[src/rtl/aes_subbytes_serial_umsk.sv]
// Iterative unmasked AES SubBytes: NSBOX S-boxes applied per cycle to a rotating 128-bit state.
// Functional reference for the masked round pipeline.

module sbox_bp_umsk (
  input  logic [7:0] i_x,
  output logic [7:0] o_y
);

  localparam logic [7:0] SBOX_LUT [256] = '{
    8'h63, 8'h7c, 8'h77, 8'h7b, 8'hf2, 8'h6b, 8'h6f, 8'hc5,
    8'h30, 8'h01, 8'h67, 8'h2b, 8'hfe, 8'hd7, 8'hab, 8'h76,
    8'hca, 8'h82, 8'hc9, 8'h7d, 8'hfa, 8'h59, 8'h47, 8'hf0,
    8'had, 8'hd4, 8'ha2, 8'haf, 8'h9c, 8'ha4, 8'h72, 8'hc0,
    8'hb7, 8'hfd, 8'h93, 8'h26, 8'h36, 8'h3f, 8'hf7, 8'hcc,
    8'h34, 8'ha5, 8'he5, 8'hf1, 8'h71, 8'hd8, 8'h31, 8'h15,
    8'h04, 8'hc7, 8'h23, 8'hc3, 8'h18, 8'h96, 8'h05, 8'h9a,
    8'h07, 8'h12, 8'h80, 8'he2, 8'heb, 8'h27, 8'hb2, 8'h75,
    8'h09, 8'h83, 8'h2c, 8'h1a, 8'h1b, 8'h6e, 8'h5a, 8'ha0,
    8'h52, 8'h3b, 8'hd6, 8'hb3, 8'h29, 8'he3, 8'h2f, 8'h84,
    8'h53, 8'hd1, 8'h00, 8'hed, 8'h20, 8'hfc, 8'hb1, 8'h5b,
    8'h6a, 8'hcb, 8'hbe, 8'h39, 8'h4a, 8'h4c, 8'h58, 8'hcf,
    8'hd0, 8'hef, 8'haa, 8'hfb, 8'h43, 8'h4d, 8'h33, 8'h85,
    8'h45, 8'hf9, 8'h02, 8'h7f, 8'h50, 8'h3c, 8'h9f, 8'ha8,
    8'h51, 8'ha3, 8'h40, 8'h8f, 8'h92, 8'h9d, 8'h38, 8'hf5,
    8'hbc, 8'hb6, 8'hda, 8'h21, 8'h10, 8'hff, 8'hf3, 8'hd2,
    8'hcd, 8'h0c, 8'h13, 8'hec, 8'h5f, 8'h97, 8'h44, 8'h17,
    8'hc4, 8'ha7, 8'h7e, 8'h3d, 8'h64, 8'h5d, 8'h19, 8'h73,
    8'h60, 8'h81, 8'h4f, 8'hdc, 8'h22, 8'h2a, 8'h90, 8'h88,
    8'h46, 8'hee, 8'hb8, 8'h14, 8'hde, 8'h5e, 8'h0b, 8'hdb,
    8'he0, 8'h32, 8'h3a, 8'h0a, 8'h49, 8'h06, 8'h24, 8'h5c,
    8'hc2, 8'hd3, 8'hac, 8'h62, 8'h91, 8'h95, 8'he4, 8'h79,
    8'he7, 8'hc8, 8'h37, 8'h6d, 8'h8d, 8'hd5, 8'h4e, 8'ha9,
    8'h6c, 8'h56, 8'hf4, 8'hea, 8'h65, 8'h7a, 8'hae, 8'h08,
    8'hba, 8'h78, 8'h25, 8'h2e, 8'h1c, 8'ha6, 8'hb4, 8'hc6,
    8'he8, 8'hdd, 8'h74, 8'h1f, 8'h4b, 8'hbd, 8'h8b, 8'h8a,
    8'h70, 8'h3e, 8'hb5, 8'h66, 8'h48, 8'h03, 8'hf6, 8'h0e,
    8'h61, 8'h35, 8'h57, 8'hb9, 8'h86, 8'hc1, 8'h1d, 8'h9e,
    8'he1, 8'hf8, 8'h98, 8'h11, 8'h69, 8'hd9, 8'h8e, 8'h94,
    8'h9b, 8'h1e, 8'h87, 8'he9, 8'hce, 8'h55, 8'h28, 8'hdf,
    8'h8c, 8'ha1, 8'h89, 8'h0d, 8'hbf, 8'he6, 8'h42, 8'h68,
    8'h41, 8'h99, 8'h2d, 8'h0f, 8'hb0, 8'h54, 8'hbb, 8'h16
  };

  assign o_y = SBOX_LUT[i_x];

endmodule

module aes_subbytes_serial_umsk #(
  parameter int unsigned NSBOX = 4
) (
  input  logic         clk,
  input  logic         rst,
  input  logic         in_valid,
  output logic         in_ready,
  input  logic [127:0] in_state,
  output logic         out_valid,
  input  logic         out_ready,
  output logic [127:0] out_state
);

  localparam int unsigned NCYC = 16 / NSBOX;
  localparam int unsigned CW   = (NCYC > 1) ? $clog2(NCYC) : 1;
  localparam int unsigned SW   = 8 * NSBOX;

  localparam logic [1:0] ST_IDLE = 2'd0;
  localparam logic [1:0] ST_BUSY = 2'd1;
  localparam logic [1:0] ST_DONE = 2'd2;

  localparam logic [CW-1:0] CNT_LAST = CW'(NCYC - 1);

  logic [1:0]    r_fsm;
  logic [CW-1:0] r_cnt;
  logic [127:0]  r_state;
  logic [SW-1:0] w_sub;
  logic [127:0]  w_rot;

  generate
    if (NSBOX != 1 && NSBOX != 2 && NSBOX != 4 && NSBOX != 8 && NSBOX != 16) begin : g_bad_nsbox
      $error("aes_subbytes_serial_umsk: NSBOX must be one of 1, 2, 4, 8, 16");
    end

    for (genvar g = 0; g < int'(NSBOX); g++) begin : g_sbox
      sbox_bp_umsk u_sbox (
        .i_x (r_state[8*g +: 8]),
        .o_y (w_sub[8*g +: 8])
      );
    end

    // Substituted low bytes re-enter at the top, so NCYC rotations restore byte order.
    if (NSBOX == 16) begin : g_rot_full
      assign w_rot = w_sub;
    end else begin : g_rot_part
      assign w_rot = {w_sub, r_state[127:SW]};
    end
  endgenerate

  always_ff @(posedge clk or posedge rst) begin
    if (rst) begin
      r_fsm   <= ST_IDLE;
      r_cnt   <= '0;
      r_state <= '0;
    end else begin
      case (r_fsm)
        ST_IDLE: begin
          if (in_valid) begin
            r_state <= in_state;
            r_cnt   <= '0;
            r_fsm   <= ST_BUSY;
          end
        end
        ST_BUSY: begin
          r_state <= w_rot;
          r_cnt   <= r_cnt + 1'b1;
          if (r_cnt == CNT_LAST) begin
            r_fsm <= ST_DONE;
          end
        end
        ST_DONE: begin
          if (out_ready) begin
            r_fsm <= ST_IDLE;
          end
        end
        default: r_fsm <= ST_IDLE;
      endcase
    end
  end

  assign in_ready  = (r_fsm == ST_IDLE);
  assign out_valid = (r_fsm == ST_DONE);
  assign out_state = r_state;

endmodule

[config.mk]
export PLATFORM = sky130hd
export DESIGN_NAME = aes_subbytes_serial_umsk
export DESIGN_NICKNAME = d
export VERILOG_FILES = /design/src/rtl/aes_subbytes_serial_umsk.sv
export SDC_FILE = /design/constraint.sdc
export NUM_CORES = 1
export LEC_CHECK = 0
export CAP_MARGIN = 10
export CELL_PAD_IN_SITES_DETAIL_PLACEMENT = 1
export CELL_PAD_IN_SITES_GLOBAL_PLACEMENT = 2
export CORE_ASPECT_RATIO = 1.2
export CORE_UTILIZATION = 32
export DETAILED_ROUTE_END_ITERATION = 10
export PLACE_DENSITY = 0.81
export SLEW_MARGIN = 25
export SYNTH_ARGS = -nofsm -noshare
export SYNTH_HDL_FRONTEND = slang
export SYNTH_SLANG_ARGS = --single-unit
[constraint.sdc]
create_clock -name clk -period 5.7 [get_ports clk]
set_input_delay 1.14 -clock clk [delete_from_list [all_inputs] [get_ports clk]]
set_output_delay 1.14 -clock clk [all_outputs]
set_load 0.01 [all_outputs]
* Yosys cells after proc, flatten, opt, wreduce, memory -nomap -nowiden
Memories as Yosys holds them, arrays and structs flattened.
Cells that the tools add are included.
** Word-level totals
- Flip-flop bits (word level) :: 132
- ROM bits :: 8192
- Bits of input ports :: 132
- Output and inout port bits :: 130
- Memories :: 4
** Cells by class
- Add/subtract/negate cells :: 1
- Magnitude comparators :: 4
- Equal/unequal tests :: 6
- Multiplexer cells :: 16
- Bitwise operators :: 4
- Reduce and logical (&&, ||, !) cells :: 4
** Memory list
- (no name shown) :: depth 256, width 8, rd ports 1, clocked after Yosys merged registers in 0, write ports 0, line 44 : assign o_y = SBOX_LUT[i_x];
- (no name shown) :: depth 256, width 8, rd ports 1, clocked after Yosys merged registers in 0, write ports 0, line 44
- (no name shown) :: depth 256, width 8, rd ports 1, clocked after Yosys merged registers in 0, write ports 0, line 44
- (no name shown) :: depth 256, width 8, rd ports 1, clocked after Yosys merged registers in 0, write ports 0, line 44
** Operator list (count)
- $pmux W128 S2 :: 1
- $mux W128 :: 1
- $mux W8 :: 8
- $ge A9 B9 Y1 const B :: 4
- $not A8 Y9 :: 4
- $mux W2 :: 4
- $pmux W2 S3 :: 1
- $eq A2 B2 Y1 const B :: 2
- $ne A2 B2 Y1 const B :: 2
- $pmux W2 S2 :: 1
- $reduce_and A3 Y1 :: 1
- $add A2 B1 Y2 const B :: 1
- $eq A2 B1 Y1 const B :: 1
- $logic_not A2 Y1 :: 1
- $ne A2 B1 Y1 const B :: 1
- $reduce_and A2 Y1 :: 1
- $reduce_bool A2 Y1 :: 1

* Depth between registers and ports, before layout
- Word-level depth :: 5
- Depth in mapped cells :: 12

* Modules after synthesis
From an unflattened synthesis, not the netlist that was laid out.
** Second synthesis, totals
- Cells, all modules :: 2724
- Area, all modules :: 19160.9 µm²
** Modules (own cells, without submodules)
- sbox_bp_umsk (g_sbox[1].u_sbox ...) :: instances 3, cells each 507, area an instance 3179.3 µm², seq. area each 0.0 µm²
- aes_subbytes_serial_umsk :: instances 1, cells each 693, area an instance 6520.0 µm², seq. area each 3303.2 µm²
- sbox_bp_umsk (g_sbox[0].u_sbox) :: instances 1, cells each 510, area an instance 3103.0 µm², seq. area each 0.0 µm²

* Worst setup path before layout
No wires, ideal clock.
- Kind :: reg2reg
- Start point :: reg r_state[1], in the netlist out_state[1]
- End point :: reg r_state[98], in the netlist out_state[98]
- Arrival time :: 2730 ps
- Required time :: 5618 ps
- Path slack :: 2888 ps
- Cell stages (with the launch flop) :: 12
- Path buffers :: 3
- Cell sequence :: dfrtp_1 > clkbuf_1 > inv_1 > ha_1 > buf_2 > and2_1 > clkbuf_1 > nor3_1 > a211oi_1 > a311o_1 > a221o_1 > a31oi_1
** Between the ends
- Word-level cells in the longest chain between the ends :: 5
** RTL lines
- start, declared :: line 73 : logic [127:0] r_state;
- start signal, assigned :: line 106 : r_state <= in_state;
- start signal, assigned :: line 112 : r_state <= w_rot;
- $not A8 Y9 (not written as such) :: line 44
- $mem_v2 Z256 W8
- $mux W8 (not written as such) (2 in a row) :: line 44
- $pmux W128 S2 :: line 103 : case (r_fsm)
Every way passes these cells. The select of a mux whose other input is x is not followed.
A chain may end at the register's enable or synchronous reset.

* Final worst setup path
- Start point :: reg r_state[9], in the netlist out_state[9]
- End point :: reg r_state[108], in the netlist out_state[108]
The elaborated chain is that of the path after synthesis.

==> impl_metrics.tcl <==
set metrics [dict create \
    path_cells "buf_4, clkinv_1, ha_1, nand2b_1, a21oi_1, o21ai_0, o311ai_0, o21ai_1, a211oi_1, o22ai_1" \
    ant_nets 0 \
    routed_wl_um 120000 \
    cts.sink_count 132 \
    fmax_mhz 257 \
    cp.depth 10 \
    cpMaxStageDelayCell "ha_1" \
    arrival_ps 4310 \
    grt_start_max_net_pins 86 \
    synthArstFlopShare 1.00 \
    max_stage_delay_ps 920 \
    ys_seq_elements 132 \
    drtIter0Drc 3257 \
    place.detailed.hpwl_um 82900 \
    cts_made_buffers 17 \
    yosysWarnings 0 \
    nets 3149 \
    synth_top_area_share 0.166 \
    viasPerCell 6.80 \
    antenna_found_initial 4 \
    critPathTopFamily "compound AO/OA/AOI/OAI gates" \
    status "complete, no violations" \
    syn_area_per_cell_sq_um 6.72 \
    drv_cap 0 \
    syn-num-nets 3160 \
    synthFlopType "dfrtp_1" \
    whs_path_depth 1 \
    post_drt_wl_per_cell_um 31.8 \
    cts-root-buf "clkbuf_16" \
    die_w_um 230 \
    vias 25700 \
    tns_ps 0 \
    finalHoldViolCount 0 \
    first_global_vias 25500 \
    fillCellCount 7657 \
    drc 0 \
    rows 99 \
    fin_skew_ps 17.3 \
    multi_input_area_sq_um 14700 \
    clk_path_buf_depth 2 \
    synth.top_cells.by_count "304 x nand2_1, 261 x a21oi_1, 258 x o21ai_0" \
    seqCellArea_sq_um 3340 \
    io_buffers 261 \
    die_h_um 275 \
    highest_layer "met4" \
    cts_setup_buffers 0 \
    clkTransAtPathRegs_ps 70 \
    track_usage 0.369 \
    synth_area_sq_um 19900 \
    synth_edf_count 0 \
    worstMarginPinSlew_ps 1100 \
    cts_tree "built" \
    finalInstanceArea_sq_um 23000 \
    synth_top_cells_by_area "dfrtp_1 17%, a21oi_1 6.6%, o21ai_0 6.5%, nand2_1 5.7%, a31oi_1 4.4%" \
    synth_cells 2967 \
    grt_pass1_wl_um 177000 \
    r2r_cells 10 \
    yosysTopAreaCell "dfrtp_1" \
    htree_levels 4 \
    drive_gt1_frac 0.0647 \
    slew_headroom 0.269 \
    ys_types 93 \
    wl_met3_um 9200 \
    fin_crit_sh 0.682 \
    endpoint_kind "register" \
    pin_count 262 \
    rsz0062_at_grt "no" \
    required_ps 6120 \
    critPathMaxFanout 32 \
    cp_num_buf_inv 2 \
    hp-class "reg2reg" \
    die-area_sq_um 63300 \
    routed-wl-met2_um 54900 \
    startpoint_type "register" \
    clk-insertion-delay-late_ps 510 \
    gp_congestion 0.990 \
    fin_crit_ps 3890 \
    core_sq_um 61200 \
    maxSlewViolCount 0 \
    area_growth_pct 15.4 \
    ctsResizeCount 0 \
    worstSetupPathType "reg2reg" \
    start_util 0.326 \
    holdBufCountCts 0 \
    yosysMostFrequentCell "nand2_1" \
    synth_seq_area_share 0.166 \
    met1Wirelength_um 49600 \
    grt_overflow_total 0 \
    dr.pass1.iters 5 \
    setup_viol 0 \
    place_area_sq_um 22400 \
]
-- cells in the final DEF (no fill, tap or decap), types with 88 or more instances in the layout --
cell	Yosys	final
dfrtp_1	132	114
o21ai_0	258	257
a21oi_1	261	261
nand2_1	304	302
clkdlybuf4s50_1	0	260
nor2_1	205	204
nor3_1	105	105
o22ai_1	106	106
a31oi_1	141	141
and2_1	88	88
-- worst paths after layout --
check / slack, ps / endpoint / startpoint
worst max-delay path: 1810 / out_state[108] / out_state[9]
worst min-delay path: 510 / r_cnt[0] / r_cnt[0]
worst max register to register: 1810 / out_state[108] / out_state[9]
worst min register to register: 510 / r_cnt[0] / r_cnt[0]
max in group asynchronous: 3460 / out_state[11] / rst
min in group asynchronous: 1170 / out_state[62] / rst
-- final cells by class --
| type | count | area share |
|---|---|---|
| sequential | 132 | 0.145 |
| clock buffer | 19 | 0.0193 |
| clock inverter | 13 | 0.00544 |
| timing repair buffer | 339 | 0.140 |
| antenna | 6 | 0.000653 |
| inverter | 38 | 0.00653 |
| tap | 808 | 0.0440 |
| multi-input combinational | 2428 | 0.639 |
-- cells by family (layout without fill, tap and decap cells) --
group,count (synthesis),count (layout),synth area share
AND/OR/NAND/NOR,1061,1061,0.259
other,0,6,0
adder cells (fa/ha/maj),62,62,0.0388
multiplexers,22,22,0.0158
flip-flops,132,132,0.166
XOR/XNOR,9,9,0.00433
buffers and inverters,407,409,0.0989
AO/OA/AOI/OAI,1274,1274,0.417
-- flip-flops by register name (all words and copies together), names as in the netlist --
name / cells
r_fsm: 2
out_state: 128
r_cnt: 2
-- per-stage QoR --
stage / utilization / hold WS (ps) / worst slack [ps] / instances
6_report: 0.376 / 508 / 1810 / 3783
3_3_place_gp: 0.366 / 477 / 1880 / 3745
4_1_cts: 0.376 / 513 / 1970 / 3777
2_1_floorplan: - / 468 / 1030 / 2967
5_1_grt: 0.376 / 533 / 1660 / 3781
3_5_place_dp: 0.366 / 498 / 2000 / 3745
-- metal layers --
metal | vias up | GRT usage
li1 | 11200 | -
met1 | 12700 | 0.478
met2 | 1443 | 0.589
met3 | 341 | 0.0568
met4 | 0 | 0.201
met5 | - | 0
Power is not shown: default switching activity piles up to over one toggle a cycle in this logic, so the estimate is an artifact.
